## src/rtl/mem_to_axi_pkg.sv

```systemverilog
// rtl/mem_to_axi_pkg.sv - shared types, LFSR constants and byte-lane flip helper for mem_to_axi
package mem_to_axi_pkg;

  typedef enum logic [1:0] {IDLE, RUN, DRAIN, DONE} state_t;

  localparam logic [15:0] LFSR_SEED = 16'hACE1;
  // Feedback mask for taps 16,14,13,11 (bits 15,13,12,10)
  localparam logic [15:0] LFSR_TAPS = 16'hB400;

  localparam int MAX_BYTS = 64;
  localparam int MAX_W    = MAX_BYTS * 8;

  function automatic logic [MAX_W-1:0] flip_bytes(input logic [MAX_W-1:0] d, input int n);
    logic [MAX_W-1:0] r;
    r = '0;
    for (int i = 0; i < MAX_BYTS; i++) begin
      if (i < n) r[i*8 +: 8] = d[(n-1-i)*8 +: 8];
    end
    return r;
  endfunction

endpackage

```

## src/rtl/mem_to_axi_if.sv

```systemverilog
// rtl/mem_to_axi_if.sv - stream interface carrying dat/val/sop/eop/mod with rdy backpressure
interface if_axi_stream #(
  parameter int DAT_BYTS = 8,
  parameter int MOD_W    = (DAT_BYTS > 1) ? $clog2(DAT_BYTS) : 1
) ();
  logic [DAT_BYTS*8-1:0] dat;
  logic                  val;
  logic                  sop;
  logic                  eop;
  logic [MOD_W-1:0]      mod;
  logic                  rdy;

  modport source (output dat, val, sop, eop, mod, input rdy);
  modport sink   (input dat, val, sop, eop, mod, output rdy);
  modport master (output dat, val, sop, eop, mod, input rdy);
  modport slave  (input dat, val, sop, eop, mod, output rdy);
endinterface

```

## src/rtl/mem_to_axi_buf.sv

```systemverilog
// rtl/mem_to_axi_buf.sv - 2-entry FIFO with empty bypass; occupancy feeds read credit
module mem_to_axi_buf #(
  parameter int W = 8
) (
  input  logic         i_clk,
  input  logic         i_rst,
  input  logic         wr_en,
  input  logic [W-1:0] wr_dat,
  input  logic         rd_en,
  output logic [W-1:0] rd_dat,
  output logic         rd_val,
  output logic [1:0]   occ
);
  logic [W-1:0] mem [2];
  logic         wr_ptr, rd_ptr;
  logic         push, pop;

  // When empty, incoming data is visible immediately; it is stored only if not consumed now
  assign rd_val = (occ != 2'd0) || wr_en;
  assign rd_dat = (occ != 2'd0) ? mem[rd_ptr] : wr_dat;
  assign pop    = rd_en && (occ != 2'd0);
  assign push   = wr_en && !(rd_en && (occ == 2'd0));

  always_ff @(posedge i_clk) begin
    if (i_rst) begin
      wr_ptr <= 1'b0;
      rd_ptr <= 1'b0;
      occ    <= 2'd0;
    end else begin
      if (push) begin
        mem[wr_ptr] <= wr_dat;
        wr_ptr      <= ~wr_ptr;
      end
      if (pop) rd_ptr <= ~rd_ptr;
      occ <= occ + {1'b0, push} - {1'b0, pop};
    end
  end
endmodule

```

## src/rtl/mem_to_axi.sv

```systemverilog
// rtl/mem_to_axi.sv - streams a byte-length region of word memory as one stream packet
// Optional pseudo-random forward pressure enabled by defining MEM_TO_AXI_FP_EN.
module mem_to_axi
  import mem_to_axi_pkg::*;
#(
  parameter int DAT_BYTS   = 8,
  parameter int MEM_AW     = 10,
  parameter int LEN_BITS   = 16,
  parameter int FLIP_BYTES = 0,
  parameter int FP         = 0
) (
  input  logic                  i_clk,
  input  logic                  i_rst,
  input  logic                  i_start,
  input  logic [MEM_AW-1:0]     i_base_addr,
  input  logic [LEN_BITS-1:0]   i_len_byts,
  output logic                  o_busy,
  output logic                  o_done,
  output logic                  o_mem_re,
  output logic [MEM_AW-1:0]     o_mem_addr,
  input  logic [DAT_BYTS*8-1:0] i_mem_dat,
  if_axi_stream.source          o_axi
);
  localparam int DW = DAT_BYTS * 8;
  localparam int MW = (DAT_BYTS > 1) ? $clog2(DAT_BYTS) : 1;
  localparam int EW = DW + 2 + MW;

  state_t              state, state_nxt;
  logic [LEN_BITS-1:0] rd_left, beats_in;
  logic [LEN_BITS:0]   len_ext;
  logic [MW-1:0]       mod_r, mod_in;
  logic                first_rd, inflight, tag_sop, tag_eop;
  logic [1:0]          occ;
  logic                head_val, show, pop;
  logic [EW-1:0]       wr_ent, head;
  logic [DW-1:0]       word;

  assign len_ext  = {1'b0, i_len_byts} + (LEN_BITS+1)'(DAT_BYTS - 1);
  assign beats_in = LEN_BITS'(len_ext / (LEN_BITS+1)'(DAT_BYTS));
  assign mod_in   = MW'(i_len_byts % LEN_BITS'(DAT_BYTS));

  always_comb begin
    state_nxt = state;
    o_busy    = (state != IDLE);
    o_done    = (state == DONE);
    // Read credit: stored entries plus the read in flight must leave room in the 2-entry FIFO
    o_mem_re  = (state == RUN) && (rd_left != '0) && (({1'b0, occ} + {2'b00, inflight}) < 3'd2);
    case (state)
      IDLE:    if (i_start) state_nxt = (i_len_byts == '0) ? DONE : RUN;
      RUN:     if (o_mem_re && (rd_left == LEN_BITS'(1))) state_nxt = DRAIN;
      DRAIN:   if (pop && head[MW]) state_nxt = DONE;
      DONE:    state_nxt = IDLE;
      default: state_nxt = IDLE;
    endcase
  end

  always_ff @(posedge i_clk) begin
    if (i_rst) begin
      state      <= IDLE;
      rd_left    <= '0;
      mod_r      <= '0;
      first_rd   <= 1'b0;
      inflight   <= 1'b0;
      tag_sop    <= 1'b0;
      tag_eop    <= 1'b0;
      o_mem_addr <= '0;
    end else begin
      state    <= state_nxt;
      inflight <= o_mem_re;
      if (state == IDLE && i_start) begin
        o_mem_addr <= i_base_addr;
        rd_left    <= beats_in;
        mod_r      <= mod_in;
        first_rd   <= 1'b1;
      end else if (o_mem_re) begin
        o_mem_addr <= o_mem_addr + MEM_AW'(1);
        rd_left    <= rd_left - LEN_BITS'(1);
        first_rd   <= 1'b0;
        tag_sop    <= first_rd;
        tag_eop    <= (rd_left == LEN_BITS'(1));
      end
    end
  end

  // Flip first, then blank the unused lanes of a partial last beat
  always_comb begin
    word = (FLIP_BYTES != 0) ? DW'(flip_bytes(MAX_W'(i_mem_dat), DAT_BYTS)) : i_mem_dat;
    if (tag_eop && (mod_r != '0)) begin
      for (int i = 0; i < DAT_BYTS; i++) begin
        if (i >= int'(mod_r)) word[i*8 +: 8] = 8'h00;
      end
    end
  end

  assign wr_ent = {word, tag_sop, tag_eop, tag_eop ? mod_r : {MW{1'b0}}};

  mem_to_axi_buf #(.W(EW)) u_buf (
    .i_clk  (i_clk),
    .i_rst  (i_rst),
    .wr_en  (inflight),
    .wr_dat (wr_ent),
    .rd_en  (pop),
    .rd_dat (head),
    .rd_val (head_val),
    .occ    (occ)
  );

`ifdef MEM_TO_AXI_FP_EN
  logic [15:0] lfsr;
  logic [31:0] scaled;
  logic        pres;

  always_ff @(posedge i_clk) begin
    if (i_rst) begin
      lfsr <= LFSR_SEED;
      pres <= 1'b0;
    end else begin
      lfsr <= {lfsr[14:0], ^(lfsr & LFSR_TAPS)};
      pres <= o_axi.val && !o_axi.rdy;
    end
  end

  assign scaled = ({16'd0, lfsr} * 32'd100) >> 16;
  // A beat already on the bus is never withdrawn; only a fresh presentation is gated
  assign show   = head_val && (pres || (scaled >= 32'(FP)));
`else
  assign show   = head_val;
`endif

  assign pop       = o_axi.val && o_axi.rdy;
  assign o_axi.val = show;
  assign o_axi.dat = show ? head[EW-1 -: DW] : '0;
  assign o_axi.sop = show && head[MW+1];
  assign o_axi.eop = show && head[MW];
  assign o_axi.mod = show ? head[MW-1:0] : '0;
endmodule

```

## src/flat_wrapper.sv

```systemverilog
// flat-port wrapper written by rule: the top's interface ports become plain ports
module mem_to_axi_flat import mem_to_axi_pkg::*;
#(
  parameter int DAT_BYTS   = 8,
  parameter int MEM_AW     = 10,
  parameter int LEN_BITS   = 16,
  parameter int FLIP_BYTES = 0,
  parameter int FP         = 0
)
  (i_clk, i_rst, i_start, i_base_addr, i_len_byts, o_busy, o_done, o_mem_re, o_mem_addr, i_mem_dat, o_axi_dat, o_axi_val, o_axi_sop, o_axi_eop, o_axi_mod, o_axi_rdy);
  if_axi_stream #(.DAT_BYTS(DAT_BYTS)) o_axi_i ();
  input  logic i_clk;
  input  logic i_rst;
  input  logic i_start;
  input  logic [MEM_AW-1:0] i_base_addr;
  input  logic [LEN_BITS-1:0] i_len_byts;
  output logic o_busy;
  output logic o_done;
  output logic o_mem_re;
  output logic [MEM_AW-1:0] o_mem_addr;
  input  logic [DAT_BYTS*8-1:0] i_mem_dat;
  output wire logic [$bits(o_axi_i.dat)-1:0] o_axi_dat;
  output wire logic [$bits(o_axi_i.val)-1:0] o_axi_val;
  output wire logic [$bits(o_axi_i.sop)-1:0] o_axi_sop;
  output wire logic [$bits(o_axi_i.eop)-1:0] o_axi_eop;
  output wire logic [$bits(o_axi_i.mod)-1:0] o_axi_mod;
  input wire logic [$bits(o_axi_i.rdy)-1:0] o_axi_rdy;
  assign o_axi_dat = o_axi_i.dat;
  assign o_axi_val = o_axi_i.val;
  assign o_axi_sop = o_axi_i.sop;
  assign o_axi_eop = o_axi_i.eop;
  assign o_axi_mod = o_axi_i.mod;
  assign o_axi_i.rdy = o_axi_rdy;
  mem_to_axi #(.DAT_BYTS(DAT_BYTS), .MEM_AW(MEM_AW), .LEN_BITS(LEN_BITS), .FLIP_BYTES(FLIP_BYTES), .FP(FP)) u_core (.i_clk(i_clk), .i_rst(i_rst), .i_start(i_start), .i_base_addr(i_base_addr), .i_len_byts(i_len_byts), .o_busy(o_busy), .o_done(o_done), .o_mem_re(o_mem_re), .o_mem_addr(o_mem_addr), .i_mem_dat(i_mem_dat), .o_axi(o_axi_i));
endmodule
```

## config.mk

```make
export PLATFORM = sky130hd
export DESIGN_NAME = mem_to_axi_flat
export DESIGN_NICKNAME = d
export VERILOG_FILES = /design/src/rtl/mem_to_axi_pkg.sv /design/src/rtl/mem_to_axi_if.sv /design/src/rtl/mem_to_axi_buf.sv /design/src/rtl/mem_to_axi.sv /design/src/flat_wrapper.sv
export SDC_FILE = /design/constraint.sdc
export NUM_CORES = 1
export LEC_CHECK = 0
export ABC_AREA = 1
export BUFFER_PORTS_ARGS = -buffer_cell sky130_fd_sc_hd__buf_4
export CAP_MARGIN = 20
export CORE_MARGIN = 4
export CORE_UTILIZATION = 25
export DETAILED_ROUTE_END_ITERATION = 10
export PLACE_DENSITY = 0.52
export SLEW_MARGIN = 15
export SYNTH_ARGS = -nofsm -noshare
export SYNTH_HDL_FRONTEND = slang
export SYNTH_HIERARCHICAL = 1
export SYNTH_SLANG_ARGS = --single-unit
export TNS_END_PERCENT = 20
```

## constraint.sdc

```tcl
create_clock -name i_clk -period 7.05 [get_ports i_clk]
set_input_delay 0.3525 -clock i_clk [delete_from_list [all_inputs] [get_ports i_clk]]
set_output_delay 0.3525 -clock i_clk [all_outputs]
set_load 0.01 [all_outputs]
```

# Word-level counts from Yosys, hierarchy flattened
# Memories as Yosys holds them, arrays and structs flattened. A register that Yosys moved wholly into a read port is not among the register bits.
# Cells that the tools add are included.
totals:
  register_bits: 39
  ram_bits: 138
  input_bits: 94
  out_inout_bits: 83
  elab_cells: 90
  memories: 1
mem_list:
  columns: ["name", "words", "word_bits", "read_ports", "rd_clocked_by_memory_dff", "write_ports", "line", "rtl"]
  rows:
  - ["u_core.u_buf.mem", 2, 69, 1, 1, 1, "mem_to_axi_buf.sv:14", "logic [W-1:0] mem [2];"]
classes:
  addsub: 6
  magnitude_cmp: 8
  eq_ne: 7
  mux: 28
  bitwise: 3
  reduce_logical: 25
op_table:
  columns: ["cell", "n"]
  rows:
  - ["$mux W64", 2]
  - ["$mux W69", 1]
  - ["$mux W8", 7]
  - ["$mux W14", 2]
  - ["$mux W10", 2]
  - ["$add A16 B3 Y17 const B", 1]
  - ["$eq A16 B1 Y1 const B", 1]
  - ["$logic_not A16 Y1", 1]
  - ["$reduce_bool A16 Y1", 1]
  - ["$sub A16 B1 Y16 const B", 1]
  - ["$logic_and A1 B1 Y1", 12]
  - ["$add A10 B1 Y10 const B", 1]
  - ["$ge A3 B3 Y1 const A", 3]
  - ["$mux W2", 4]
  - ["$pmux W2 S4", 1]
  - ["$mux W1", 7]
  - ["$ge A1 B3 Y1 const A", 2]
  - ["$ge A2 B3 Y1 const A", 2]
  - ["$mux W3", 2]
  - ["$reduce_bool A2 Y1", 3]
  - ["$eq A2 B2 Y1 const B", 2]
  - ["$logic_not A2 Y1", 2]
  - ["$ne A2 B2 Y1 const B", 2]
  - ["$add A2 B1 Y3", 1]
  - ["12 further kinds", 14]

# Longest topological paths before layout
# Gate-level depths: netlist of the first run.
logic_depth:
  depth_word: 9
  depth_mapped: 16
  depth_no_buf: 15

# Hierarchy
# Netlist of the first run, hierarchy kept.
by_module_without_submodules:
  columns: ["module", "instances", "cells_per_inst", "area_each_um2"]
  rows:
  - ["mem_to_axi_buf", 1, 554, 6065.8]
  - ["mem_to_axi", 1, 714, 3637.2]

# Worst setup path after synthesis of the first run
# OpenSTA, ideal clock, no wires.
synth_path:
  kind: "register to register"
  from: "register u_core.u_buf.occ[1]"
  to: "memory u_core/u_buf/mem[1][0] in the netlist's numbering (enable)"
  setup_time_ns: 0.497
  arrival_time_ns: 4.069
  required_time_ns: 6.553
  setup_slack_ns: 2.484
  path_stages_with_launch: 10
  synth_period_minus_slack_ns: 4.566
  cell_sequence: "dfxtp_1 > inv_1 > nand2_1 > or2_2 > clkbuf_1 > nand2_1 > inv_1 > nand2_2 > nand2_2 > nor2_1"
synth_between:
  elab_chain_cells: 9
synth_rtl:
  columns: ["element", "line", "rtl"]
  rows:
  - ["start, declared", "mem_to_axi_buf.sv:12", "output logic [1:0] occ"]
  - ["start signal, assigned", "mem_to_axi_buf.sv:35", "occ <= occ + {1'b0, push} - {1'b0, pop};"]
  - ["$reduce_bool A2 Y1", "mem_to_axi_buf.sv:19", "assign rd_val = (occ != 2'd0) || wr_en;"]
  - ["$logic_or A1 B1 Y1", "mem_to_axi_buf.sv:19", null]
  - ["named net o_axi_val", "flat_wrapper.sv:23", "output wire logic [$bits(o_axi_i.val)-1:0] o_axi_val;"]
  - ["$logic_and A1 B1 Y1", "mem_to_axi.sv:130", "assign pop = o_axi.val && o_axi.rdy;"]
  - ["named net u_core.pop", "mem_to_axi.sv:34", "logic head_val, show, pop;"]
  - ["$logic_and A1 B1 Y1", "mem_to_axi_buf.sv:22", "assign push = wr_en && !(rd_en && (occ == 2'd0));"]
  - ["$logic_not A1 Y1", "mem_to_axi_buf.sv:22", null]
  - ["$logic_and A1 B1 Y1", "mem_to_axi_buf.sv:22", null]
  - ["$mux W1", "mem_to_axi_buf.sv:30", "if (push) begin"]
  - ["$mux W1", "mem_to_axi_buf.sv:25", "if (i_rst) begin"]
  - ["$mux W1 (implied by the code)", "mem_to_axi_buf.sv:31", "mem[wr_ptr] <= wr_dat;"]
  - ["end, declared", "mem_to_axi_buf.sv:14", null]
# The timed path passes the listed nets, and every way through them passes these cells.

# Final worst setup path of the first run
layout_path:
  from: "register u_core.tag_eop"
  to: "output o_axi_dat[53]"
layout_between:
  elab_chain_cells: 4
layout_rtl:
  columns: ["element", "line", "rtl"]
  rows:
  - ["start, declared", "mem_to_axi.sv:32", "logic first_rd, inflight, tag_sop, tag_eop;"]
  - ["start signal, assigned", "mem_to_axi.sv:80", "tag_eop <= (rd_left == LEN_BITS'(1));"]
  - ["$logic_and A1 B1 Y1", "mem_to_axi.sv:88", "if (tag_eop && (mod_r != '0)) begin"]
  - ["$mux W64", "mem_to_axi.sv:88", null]
  - ["named net u_core.word[53]", "mem_to_axi.sv:36", "logic [DW-1:0] word;"]
  - ["$mux W69", "mem_to_axi_buf.sv:20", "assign rd_dat = (occ != 2'd0) ? mem[rd_ptr] : wr_dat;"]
  - ["named net u_core.head[58]", "mem_to_axi.sv:35", "logic [EW-1:0] wr_ent, head;"]
  - ["$mux W64", "mem_to_axi.sv:132", "assign o_axi.dat = show ? head[EW-1 -: DW] : '0;"]
  - ["end, declared", "flat_wrapper.sv:22", "output wire logic [$bits(o_axi_i.dat)-1:0] o_axi_dat;"]
# The timed path passes the listed nets, and every way through them passes these cells.

==> impl_metrics.ini, run 1 <==
[grt]
grtUsageTotal = 0.118
antenna_violations_before_repair = 0
grt_first_pass_wirelength_mm = 39.9
number_of_global_route_vias_before_repair = 7872
maximum_number_of_pins_on_one_net_before_global_route_repair = 112
grt_overflow = 0

[die]
start_util = 0.256
total_die_area_um2 = 42000
ios = 177
core_um2 = 37900
horizontal_die_dimension_um = 205
chipHeight_um = 205
rows = 71

[timing]
max_clock_freq_mhz = 312
max_slew.worst_pin.slew_ns = 0.855
period_share = 0.455
fin_setup_tns_ns = 0
slew-limit-headroom = 0.430
final_max_slew_viol_count = 0
report.final.hold_viol_count = 0
finalSetupViolCount = 0
rsz_0062_raised_after_global_routing = no
worst_clock_skew_ns = 0.0194
fin_crit_ns = 3.20

[synth]
synth_edf_count = 138
synth_cells = 1268
synth.cells.most_frequent = sky130_fd_sc_hd__nand2_1 (354), sky130_fd_sc_hd__inv_1 (260), sky130_fd_sc_hd__edfxtp_1 (138)
synthArstFlopShare = 0
syn_area_per_cell_um2 = 7.65
post-synth-top-area-fraction = 0.427
yosys_warnings = 6
mappedNetlistArea_um2 = 9700
leading_cell_types_by_total_area_after_synthesis = sky130_fd_sc_hd__edfxtp_1 (43%), sky130_fd_sc_hd__nand2_1 (14%), sky130_fd_sc_hd__inv_1 (10%)
yosysSeqAreaShare = 0.510
yosys_register_bits = 178
synth_top_area_cell = sky130_fd_sc_hd__edfxtp_1
synth.net_count = 1373
leading_register_cell_type_out_of_synthesis = sky130_fd_sc_hd__edfxtp_1
synth_cell_types = 33
yosys.cell_count.top_type = sky130_fd_sc_hd__nand2_1

[drt]
vias_per_cell = 4.15
postRouteWirelength_mm = 24.9
drt.antenna.violating_nets = 0
drt_first_pass_iters = 5
drtIter0Drc = 451
wl_per_cell_um = 12.8
routed-via-count = 8036
remaining_drc_errors = 0

[final_layout]
layout.core_utilization = 0.319
final_nets = 1517
fill_cells = 4099
area_grow_syn2layout_pct = 24.6
n_antenna_cell = 0
fin_area_um2 = 12100
post_route_cells_drive_above_1_share = 0.164

[placement]
gp_congestion = 0.828
detailed_place.area_um2 = 11400
buffer_ports.inserted = 176
dp_hpwl_mm = 17.3

[cts]
cts_tree = yes
clock_insertion_delay_worst_skew_ns = 0.44
clk_transition_reported_paths_ns = 0.08
clock_path_buffers = 2
cts-hold-fix-buffers = 0
tritoncts.num_buffers = 17
maximum_level_of_the_cts_h_tree = 4
post_cts_setup_driven_buffer_insertion_count = 0
clock_tree.root_cell = sky130_fd_sc_hd__clkbuf_16
ctsResizeCount = 0
cts_sinks = 178

[critical_path]
data_required_time_of_the_critical_path_ns = 6.70
worst-path-max-fanout = 10
worst_setup_path_start_kind = flop
worst-setup-path-type = reg2out
critical_path_data_arrival_time_ns = 2.85
end_kind = primary output

[power_and_ir_drop]
static-leakage-power_nw = 5.82
pwr_density_cell_nw_per_um2 = 335
max-vdd-ir-drop_mv = 0.164

[hold_path]
min_path_type = in2reg

[run]
cap_violations = 0

[status]
outcome = completed
## final timing paths
check | from | end | slack (ns) | cells after the start
worst max-delay path | u_core/tag_eop$_SDFFE_PP0P_ | o_axi_dat[53] | 3.85 | 12
worst min-delay path | i_mem_dat[6] | u_core/u_buf/mem[0][11]$_DFFE_PP_ | 0.11 | 1
worst max register to register | u_core/u_buf/occ[1]$_SDFF_PP0_ | u_core/u_buf/mem[1][3]$_DFFE_PP_ | 4.07 | 9
worst min register to register | u_core/first_rd$_SDFFE_PP0P_ | u_core/tag_sop$_SDFFE_PP0P_ | 0.47 | 2
## report_power, final
| part | leakage, nW | internal (W) | switching (W) |
|---|---|---|---|
| clock | 0.305 | 0.000549 | 0.000462 |
| sequential | 1.59 | 0.00125 | 0.0000940 |
| combinational | 3.93 | 0.000629 | 0.00106 |
## final cells by class
class                   instances  area, um2  share of cell area
inverters                     263        990              0.0819
clock inverters                15        214              0.0177
clock buffers                  17        425              0.0352
repair buffers                184       1400               0.116
flip-flops and latches        178       4950               0.409
well taps                     511        639              0.0529
multi-input cells             768       3470               0.287
## state kept, by name, indices dropped and copies added, names as in the netlist, 2 cells and up, named ones only
name               flops
u_core/mod_r           3
u_core/o_mem_addr     10
u_core/rd_left        16
u_core/state           2
u_core/u_buf/mem     138
u_core/u_buf/occ       2
## kinds of logic after synthesis
family / Yosys count / share of synthesized area
adders and majority gates: 11 / 0.0142
DFF: 178 / 0.510
AOI/OAI and AO/OA: 202 / 0.105
and+or+nand+nor: 542 / 0.225
buffers and inverters: 322 / 0.134
xor gates and xnor gates: 13 / 0.0117
## cells in the final DEF (no fill, tap or decap)
cell type	Yosys	final
sky130_fd_sc_hd__nand3b_1	2	2
sky130_fd_sc_hd__nor2_1	113	112
sky130_fd_sc_hd__ha_1	11	11
sky130_fd_sc_hd__nand3_2	1	1
sky130_fd_sc_hd__a21oi_1	31	31
sky130_fd_sc_hd__clkinv_8	0	4
sky130_fd_sc_hd__nand2_4	1	1
sky130_fd_sc_hd__inv_6	0	2
sky130_fd_sc_hd__buf_4	0	183
sky130_fd_sc_hd__clkinvlp_4	0	2
sky130_fd_sc_hd__a21oi_2	1	1
sky130_fd_sc_hd__nand2_1	354	354
sky130_fd_sc_hd__buf_16	0	1
sky130_fd_sc_hd__clkbuf_16	0	17
sky130_fd_sc_hd__or2_2	4	3
sky130_fd_sc_hd__nand4_1	9	9
sky130_fd_sc_hd__o211ai_1	3	3
sky130_fd_sc_hd__dfxtp_4	0	1
sky130_fd_sc_hd__o21ai_1	33	33
sky130_fd_sc_hd__nor2_4	2	3
sky130_fd_sc_hd__xnor2_1	7	7
sky130_fd_sc_hd__or2_4	0	1
sky130_fd_sc_hd__dfxtp_1	40	39
sky130_fd_sc_hd__clkinv_2	1	2
sky130_fd_sc_hd__clkinv_1	2	2
sky130_fd_sc_hd__nor4_1	1	1
sky130_fd_sc_hd__nand3_1	37	37
sky130_fd_sc_hd__inv_8	0	5
sky130_fd_sc_hd__inv_1	260	259
sky130_fd_sc_hd__and2_0	1	1
sky130_fd_sc_hd__nor2_2	2	2
sky130_fd_sc_hd__nand2_2	3	3
sky130_fd_sc_hd__o21ai_0	133	133
sky130_fd_sc_hd__nor3_1	12	12
sky130_fd_sc_hd__xor2_1	6	6
sky130_fd_sc_hd__bufinv_16	0	2
sky130_fd_sc_hd__edfxtp_1	138	138
sky130_fd_sc_hd__a31oi_1	1	1
## critical path, stage by stage, from the launching register on
cell and delay, ns:
sky130_fd_sc_hd__dfxtp_1 0.37, sky130_fd_sc_hd__nand2_1 0.14, sky130_fd_sc_hd__inv_1 0.09, sky130_fd_sc_hd__nor3_1 0.18, sky130_fd_sc_hd__clkinv_1 0.39, sky130_fd_sc_hd__o21ai_0 0.32
sky130_fd_sc_hd__inv_1 0.24, sky130_fd_sc_hd__nor2_1 0.23, sky130_fd_sc_hd__nand2_1 0.07, sky130_fd_sc_hd__o21ai_1 0.11, sky130_fd_sc_hd__nand2_1 0.08, sky130_fd_sc_hd__inv_1 0.08
sky130_fd_sc_hd__buf_4 0.11
## metal layers
layer,GRT usage,share of wire,vias to the layer above
li1,-,-,4227
met1,0.151,0.45,3628
met2,0.206,0.49,170
met3,0.0293,0.061,11
met4,0.0220,0.0069,0
met5,0,0,-
## through the flow
step | hold slack, ns | power, W | instances | setup WS, ns
floorplan | 0.424 | 0.00250 | 1268 | 2.48
global placement | 0.456 | 0.00307 | 1903 | 4.01
detailed placement | 0.458 | 0.00308 | 1903 | 4.01
CTS | 0.0854 | 0.00411 | 1935 | 3.69
global route | 0.0786 | 0.00440 | 1936 | 3.45
finish | 0.109 | 0.00405 | 1936 | 3.85
Power figures use the tool's default switching activity.
==> run 2: changes to the inputs <==
Settings changed: PLACE_DENSITY 0.52 to 0.54.
Clock period 7.05 ns to 2.74 ns, I/O delays scaled along.
==> run 2 against run 1 <==
Sequential power grew to 2.6 times the previous value. Total power grew to 2.5 times the previous value. Global-route usage grew 0.29 points. Die area is the same. Sequential cell count is the same. Largest power group unchanged. Combinational power grew to 2.6 times the previous value. Critical path type unchanged. Sequential share of layout area shrank 0.51 points. Highest routed layer unchanged. Critical endpoint is now o_axi_dat[46]. Register-to-register slack lost 3.3 ns.
==> impl_metrics.ini, run 2 (same netlist as run 1, synthesis figures left out) <==
[status]
outcome = completed

[drt]
wl_per_cell_um = 13.0
remaining_drc_errors = 0
drtIter0Drc = 485
routed-via-count = 8266
postRouteWirelength_mm = 25.4
drt.antenna.violating_nets = 0
drt_first_pass_iters = 5
vias_per_cell = 4.23

[cts]
clock_tree.root_cell = sky130_fd_sc_hd__clkbuf_16
maximum_level_of_the_cts_h_tree = 4
cts_sinks = 178
cts_tree = yes
tritoncts.num_buffers = 17
clock_insertion_delay_worst_skew_ns = 0.44
clock_path_buffers = 2
post_cts_setup_driven_buffer_insertion_count = 0
clk_transition_reported_paths_ns = 0.07

[final_layout]
layout.core_utilization = 0.323
layout.cells.most_common = sky130_fd_sc_hd__nand2_1
post_route_cells_drive_above_1_share = 0.170
area_grow_syn2layout_pct = 26.1
final_cell_mix = sky130_fd_sc_hd__nand2_1 (353), sky130_fd_sc_hd__inv_1 (258), sky130_fd_sc_hd__buf_4 (186), sky130_fd_sc_hd__edfxtp_1 (138), sky130_fd_sc_hd__o21ai_0 (132)
reg_top3 = u_core/u_buf/mem (138), u_core/rd_left (16), u_core/o_mem_addr (10)
final_nets = 1536
largest_register_ff_count = 138
largest_register = u_core/u_buf/mem

[placement]
dp_hpwl_mm = 17.3
buffer_ports.inserted = 176
placement.setup.worst_slack_ns = 0.592
gp_congestion = 0.853

[power_and_ir_drop]
clkPwrFrac = 0.231
static-leakage-power_nw = 5.90
pwr_density_cell_nw_per_um2 = 842
share_comb_of_total_power = 0.431
switching_share = 0.409
max-vdd-ir-drop_mv = 0.651
total_switching_power_w = 0.00422
p_seq_frac = 0.338
cellInternalPower_w = 0.00609
post-layout-total-power_w = 0.0103

[hold_path]
min_path_type = in2reg
hold-path-cell-count = 3
whs_endpoint = u_core/u_buf/mem[0][26]$_DFFE_PP_
worst_hold_startpoint = i_mem_dat[21]

[grt]
maximum_number_of_pins_on_one_net_before_global_route_repair = 140
grtUsageTotal = 0.121
antenna_violations_before_repair = 1
number_of_global_route_vias_before_repair = 8103
grt_overflow = 0
grt_first_pass_wirelength_mm = 40.9

[critical_path]
crit-reg2reg-launch = u_core/u_buf/occ[0]$_SDFF_PP0_
largest_stage_delay_on_the_critical_path_ns = 0.36
crit-reg2reg-capture = u_core/u_buf/mem[0][47]$_DFFE_PP_
worst_setup_path_start_kind = flop
end_kind = primary output
worst-setup-path-type = reg2out
crit_start = u_core/tag_eop$_SDFFE_PP0P_
worst-path-max-fanout = 8
worst-r2r-setup-slack_ns = 0.75
critical_path_cell_list = nand2_1 -> inv_1 -> nor3_1 -> clkinv_1 -> nand2_1 -> inv_1 -> nor2_1 -> nand2_1 -> o21ai_1 -> nand2_1 -> inv_1 -> buf_4
reg2regPathDepth = 9
cp_common_cell = sky130_fd_sc_hd__nand2_1
crit_path_top_delay_cell = sky130_fd_sc_hd__dfxtp_1
data_required_time_of_the_critical_path_ns = 2.60
critical_path_data_arrival_time_ns = 2.39

[timing]
final_max_slew_viol_count = 0
max_slew.worst_pin.slew_ns = 0.847
finalSetupViolCount = 0
rsz_0062_raised_after_global_routing = yes
report.final.hold_viol_count = 0
fin_crit_ns = 2.53
slew-limit-headroom = 0.436
period_share = 0.922
fin_setup_tns_ns = 0
worst_clock_skew_ns = 0.0138
worst_hold_slack_ns = 0.0243
max_clock_freq_mhz = 396
setup_slack_ns = 0.215

[die]
ios = 177
core_um2 = 37900
start_util = 0.256
horizontal_die_dimension_um = 205
chipHeight_um = 205
total_die_area_um2 = 42000
rows = 71

[run]
cap_violations = 0
run 2: area by class of cell:
| class | instances | area, um2 |
|---|---|---|
| repair buffers | 203 | 1620 |
| well taps | 511 | 639 |
| inverters | 263 | 990 |
| clock inverters | 15 | 139 |
| multi-input cells | 768 | 3480 |
| clock buffers | 17 | 425 |
| fillers | 4063 | 25700 |
| diodes | 1 | 2.50 |
| flip-flops and latches | 178 | 4950 |
run 2: routing by layer:
metal / vias to the layer above / routed length, um / GRT usage
met3: 18 / 1530 / 0.0306
li1: 4264 / - / -
met2: 201 / 12000 / 0.206
met4: 0 / 292 / 0.0275
met5: - / 0 / 0
met1: 3783 / 11600 / 0.156
run 2: how the worst max path moves through the flow:
stage          cells after the start  slack (ns)                                to
6_report                          12        0.21                     o_axi_dat[46]
2_1_floorplan                      9       -0.24  u_core/u_buf/mem[0][0]$_DFFE_PP_
4_1_cts                           12         0.1                     o_axi_dat[52]
3_3_place_gp                      12        0.61                     o_axi_dat[52]
3_5_place_dp                      12        0.59                     o_axi_dat[48]
5_1_grt                           12       -0.08                     o_axi_dat[46]
run 2: timing repair:
action	CTS	global route
endpoints found under the setup margin	0	17
hold endpoints to repair	22	0
hold buffers	12	0
resized for setup	0	6
run 2: power by group through the flow:
stage,Clock (W),Combinational [W],Sequential [W]
2_1_floorplan,0,0.00294,0.00348
3_3_place_gp,0,0.00446,0.00353
3_5_place_dp,0,0.00448,0.00354
4_1_cts,0.00247,0.00451,0.00348
5_1_grt,0.00259,0.00507,0.00352
6_report,0.00238,0.00444,0.00348
run 2: per-stage QoR:
step	cell area, um2	instances
5_1_grt	12200	1955
2_1_floorplan	9710	1268
3_5_place_dp	11500	1911
4_1_cts	12200	1955
3_3_place_gp	11500	1911
6_report	12200	1956
run 2: critical path, delay by kind of cell (launching register included):
| family | cells | cell delay [ns] |
|---|---|---|
| compound gates | 1 | 0.12 |
| flops | 1 | 0.36 |
| buf+inv | 5 | 0.62 |
| simple gates | 6 | 0.85 |
